===== src/rtl/div_config_ctrl.sv =====
// div_config_ctrl: safe reconfiguration sequencer for the frequency divider.
// Stops the divider, loads a range-checked divisor, settles, then restarts.
module div_config_ctrl #(
    parameter int unsigned QUIET_CYCLES = 2,
    parameter logic [31:0] MIN_DIV      = 32'd1,
    parameter logic [31:0] MAX_DIV      = 32'hFFFF_FFFF
) (
    input  logic        CLK,
    input  logic        RESET,
    input  logic        REQ_VALID,
    input  logic [31:0] REQ_DIV,
    output logic        REQ_READY,
    input  logic        RUN_REQ,
    input  logic        ERR_CLR,
    output logic [31:0] DIN_n,
    output logic        CONFIG_DIV,
    output logic        ENABLE,
    output logic        BUSY,
    output logic        ERR
);

    typedef enum logic [2:0] {
        S_IDLE,
        S_RUN,
        S_STOP,
        S_LOAD,
        S_SETTLE
    } state_t;

    localparam logic [7:0] QLOAD = 8'(QUIET_CYCLES - 1);

    state_t      state_q, state_d;
    logic [7:0]  cnt_q, cnt_d;
    logic [31:0] pend_q, pend_d;
    logic [31:0] din_q, din_d;
    logic        err_q, err_d;

    logic        ready;
    logic        accept;
    logic        above_min;
    logic        below_max;
    logic        req_legal;

    // Lower bound: bounds of 0 or 1 reduce to the nonzero test below.
    generate
        if (MIN_DIV <= 32'd1) begin : g_min_trivial
            assign above_min = 1'b1;
        end else begin : g_min
            assign above_min = (REQ_DIV >= MIN_DIV);
        end
    endgenerate

    // Upper bound: a full-range maximum accepts everything.
    generate
        if (MAX_DIV == 32'hFFFF_FFFF) begin : g_max_trivial
            assign below_max = 1'b1;
        end else begin : g_max
            assign below_max = (REQ_DIV <= MAX_DIV);
        end
    endgenerate

    // Divisor 0 would stall the divider, so it is never legal.
    assign req_legal = (REQ_DIV != 32'd0) && above_min && below_max;

    // Requests are only taken while the divider is not being reconfigured.
    assign ready  = (state_q == S_IDLE) || (state_q == S_RUN);
    assign accept = REQ_VALID && ready;

    // Next-state, counter, pending divisor and sticky error logic.
    always_comb begin
        state_d = state_q;
        cnt_d   = cnt_q;
        pend_d  = pend_q;
        din_d   = din_q;
        err_d   = err_q;

        if (ERR_CLR) begin
            err_d = 1'b0;
        end
        if (accept && !req_legal) begin
            err_d = 1'b1;
        end

        unique case (state_q)
            S_IDLE: begin
                if (accept) begin
                    if (req_legal) begin
                        pend_d  = REQ_DIV;
                        state_d = S_LOAD;
                    end
                end else if (RUN_REQ) begin
                    state_d = S_RUN;
                end
            end
            S_RUN: begin
                if (accept) begin
                    if (req_legal) begin
                        pend_d  = REQ_DIV;
                        cnt_d   = QLOAD;
                        state_d = S_STOP;
                    end
                end else if (!RUN_REQ) begin
                    state_d = S_IDLE;
                end
            end
            S_STOP: begin
                if (cnt_q == 8'd0) begin
                    state_d = S_LOAD;
                end else begin
                    cnt_d = cnt_q - 8'd1;
                end
            end
            S_LOAD: begin
                cnt_d   = QLOAD;
                state_d = S_SETTLE;
            end
            S_SETTLE: begin
                if (cnt_q == 8'd0) begin
                    state_d = RUN_REQ ? S_RUN : S_IDLE;
                end else begin
                    cnt_d = cnt_q - 8'd1;
                end
            end
            default: begin
                state_d = S_IDLE;
                cnt_d   = 8'd0;
            end
        endcase

        // The divisor is presented as LOAD begins and held until the next LOAD.
        if (state_d == S_LOAD) begin
            din_d = pend_d;
        end
    end

    // State and data registers with synchronous reset.
    always_ff @(posedge CLK) begin
        if (RESET) begin
            state_q <= S_IDLE;
            cnt_q   <= 8'd0;
            pend_q  <= 32'd1;
            din_q   <= 32'd1;
            err_q   <= 1'b0;
        end else begin
            state_q <= state_d;
            cnt_q   <= cnt_d;
            pend_q  <= pend_d;
            din_q   <= din_d;
            err_q   <= err_d;
        end
    end

    // Moore outputs decoded from registered state only.
    always_comb begin
        ENABLE     = 1'b0;
        CONFIG_DIV = 1'b0;
        BUSY       = 1'b0;
        unique case (1'b1)
            (state_q == S_RUN):    ENABLE     = 1'b1;
            (state_q == S_LOAD): begin
                CONFIG_DIV = 1'b1;
                BUSY       = 1'b1;
            end
            (state_q == S_STOP),
            (state_q == S_SETTLE): BUSY       = 1'b1;
            default: ;
        endcase
    end

    assign REQ_READY = ready;
    assign DIN_n     = din_q;
    assign ERR       = err_q;

endmodule


===== config.mk =====
export PLATFORM = sky130hd
export DESIGN_NAME = div_config_ctrl
export DESIGN_NICKNAME = d
export VERILOG_FILES = /design/src/rtl/div_config_ctrl.sv
export SDC_FILE = /design/constraint.sdc
export NUM_CORES = 1
export LEC_CHECK = 0
export CAP_MARGIN = 15
export CORE_AREA = 2 2 84 86
export CTS_CLUSTER_SIZE = 12
export DETAILED_ROUTE_END_ITERATION = 10
export DIE_AREA = 0 0 86 88
export PLACE_DENSITY = 0.78
export SLEW_MARGIN = 20
export SYNTH_ARGS = -nofsm -noshare
export SYNTH_HDL_FRONTEND = slang
export SYNTH_SLANG_ARGS = --single-unit

===== constraint.sdc =====
create_clock -name CLK -period 2.2 [get_ports CLK]
set_input_delay 0.55 -clock CLK [delete_from_list [all_inputs] [get_ports CLK]]
set_output_delay 0.55 -clock CLK [all_outputs]
set_load 0.02 [all_outputs]

==> metrics.yaml <==
place:
  gp_congestion: 0.865
  pre_cts_ws_ns: -0.507
  io_buffers: 73
  hpwl_um: 5920
power:
  p_comb_share_pct: 38.8
  p_switching_mw: 1.66
  ir_drop_v: 0.000543
  fin_total_pwr_mw: 4.80
  swShare_pct: 34.6
  p_leak_nw: 1.98
  seq_power_share_pct: 36.8
  power_frac_clock_pct: 24.4
  power_density_mw_per_mm2: 987
  cellInternalPower_mw: 3.14
logic_synthesis:
  synth_enable_flop_cells: 0
  synth_fp_nets: 375
  synthFlopType: "dfxtp_1"
  synth_area_mm2: 0.00323
  syn_area_per_cell_um2: 9.60
  syn_inst: 336
  synth.yosys.seq_area_share_pct: 47.2
  async_flop_share_pct: 0
  synth_seq_cells: 76
  synth_warnings: 0
  synth_cell_types: 50
floorplan:
  rows: 30
  start_util_pct: 48.5
  ios: 74
  die_y_um: 88
  core_area_mm2: 0.00664
  die_width_um: 86
  die_area_mm2: 0.00757
critical_path:
  cp_slowest_stage_delay_ns: 0.45
  crit_chain: "clkdlybuf4s50_1 -> nor4_2 -> buf_4 -> and4_4 -> a21o_4 -> buf_12 -> mux2i_1 -> a21oi_1"
  end_kind: "flip-flop"
  path_buf_inv: 3
  critPathLaunchType: "input pin"
  cp-startpoint: "REQ_DIV[4]"
  crit-reg2reg-launch: "cnt_q[0]"
  critical_path.slowest_cell: "clkdlybuf4s50_1"
  crit_family: "buffers and inverters"
  crit_required_ns: 2.43
  arrival_ns: 2.44
  critical_path_class: "input pin to flip-flop"
  worstPathMaxFanout: 12
clock_tree:
  root_buffer: "clkbuf_8"
  cts_buffers: 9
  h-tree-depth: 3
  clk_latency_ns: 0.35
  ctsHoldBuffers: 0
  clk_pin_slew_ns: 0.08
  cts_tree: "done"
  clk_path_buf_depth: 2
  clock_sinks: 76
timing:
  period_share_pct: 100
  setup_tns_ns: -0.00500
  setup_viol_count_final: 1
  worst_slew_pin_slew_ns: 0.417
  final-hold-violation-count: 0
  layout_min_cycle_time_ns: 2.21
  max-slew-margin-rel_pct: 72.1
  timing.final.ws_setup_ns: -0.00500
  rsz0062_at_grt: "yes"
  fmax_ghz: 0.454
  finClkSkew_ns: 0.00617
  finalMaxSlewViolations: 0
min_path:
  hold_class: "flip-flop to flip-flop"
  min-delay-start: "pend_q[19]"
drt:
  vias: 3018
  drc: 0
  drt_pass1_iterations: 5
  wire_per_inst_um: 17.0
  dr.first_iter.drc_count: 157
  vias_per_cell: 5.67
  drtAntennaViolNets: 0
  drt_wl_total_um: 9020
grt:
  grtUsageTotal_pct: 24.1
  antenna_found_initial: 0
  grt_pass1_wl_um: 14300
  grt_max_degree: 32
  grt_overflow_total: 0
  grt_pass1_vias: 2915
layout:
  nNetsFinal: 486
  num_antenna_cells: 0
  utilization_pct: 73.2
  drive_above_1_share_pct: 24.8
  syn_to_final_growth_pct: 50.8
outcome:
  status: "complete, but fails checks"
  violations: "negative setup slack"
run:
  timing.max_cap.violations: 0
-- layout make-up --
cell class,instances,area (um2)
Clock buffer,11,131
Clock inverter,5,83.8
Fill cell,458,1780
Inverter,7,26.3
Multi-Input combinational cell,226,1790
Sequential cell,76,1520
Tap cell,80,100
Timing Repair Buffer,127,1210
-- worst register-to-register path, delay by kind of cell (launching register included) --
| family | cells | cell delay, ns |
|---|---|---|
| AOI/OAI and AO/OA | 1 | 0.12 |
| adders and majority gates | 1 | 0.17 |
| buffers and inverters | 2 | 0.33 |
| DFF | 1 | 0.35 |
| and+or+nand+nor | 4 | 0.98 |
-- cell usage in the layout, fill, tap and decap left out, types with 9 or more instances in the layout --
| cell type | n |
|---|---|
| mux2i_1 | 19 |
| nand2_1 | 9 |
| clkdlybuf4s50_1 | 64 |
| o31ai_1 | 26 |
| clkbuf_8 | 9 |
| a21oi_1 | 40 |
| buf_4 | 48 |
| dfxtp_1 | 75 |
| mux2i_4 | 11 |
| nor2_1 | 37 |
-- layer usage --
metal / part of all wire, % / wire length [um] / GRT usage (%)
met5: 0 / 0 / 0
met1: 43 / 3920 / 31.3
met2: 51 / 4590 / 40.5
met4: 1.4 / 127 / 9.09
met3: 4.3 / 386 / 3.77
-- cell usage after synthesis (3+ instances only) --
library cell / n / share of area [%]
dfxtp_1: 76 / 47
a21oi_1: 41 / 6.4
nor2_1: 37 / 4.3
mux2i_1: 33 / 10
o31ai_1: 32 / 7.4
clkbuf_1: 12 / 1.4
nand2_1: 9 / 1.0
buf_2: 8 / 1.2
nor3_1: 8 / 1.2
nor4_1: 8 / 1.6
inv_1: 7 / 0.81
a311oi_1: 4 / 1.1
o21ai_0: 4 / 0.62
o21ai_1: 4 / 0.62
and4_1: 3 / 0.81
clkbuf_8: 3 / 1.3
-- final timing paths --
kind	cells past startpoint	slack, ns	to
max	8	-0.005	DIN_n[10]
min reg2reg	2	0.50	pend_q[19]
min	2	0.50	pend_q[19]
max reg2reg	8	0.13	DIN_n[10]
-- what timing repair did --
| action | 4_1_cts | 5_1_grt |
|---|---|---|
| pin swaps | 2 | 4 |
| setup endpoints to repair | 66 | 60 |
| resized for setup | 18 | 38 |
| gates cloned | 1 | 0 |
| buffers inserted | 2 | 0 |
-- cells by family after synthesis --
logic type / after synthesis / share of synthesized area (%)
AOI/OAI and AO/OA: 108 / 22.5
DFF: 76 / 47.2
and+or+nand+nor: 81 / 12.8
buffers and inverters: 34 / 5.90
muxes: 33 / 10.2
xor gates and xnor gates: 1 / 0.272
adders and majority gates: 3 / 1.09
-- power groups by stage --
stage | Sequential, mW | Combinational, mW | Clock [mW]
after global placement | 1.77 | 1.72 | 0
after global routing | 1.79 | 2.00 | 1.25
after detailed placement | 1.77 | 1.75 | 0
final | 1.77 | 1.86 | 1.17
after floorplan | 1.92 | 0.862 | 0
after CTS | 1.75 | 1.81 | 1.18
-- registers in the layout (all words and copies together) (netlist names) --
| register | count |
|---|---|
| DIN_n | 32 |
| pend_q | 32 |
| cnt_q | 8 |
| state_q | 3 |
| ERR | 1 |
-- through the flow --
stage | cell area, um2 | hold slack (ns) | instances
after detailed placement | 4370 | 0.482 | 515
final | 4860 | 0.498 | 532
after global placement | 4370 | 0.443 | 515
after CTS | 4700 | 0.499 | 534
after global routing | 4860 | 0.522 | 532
after floorplan | 3230 | 0.436 | 336
No activity file was read; power rests on OpenSTA's default activity.
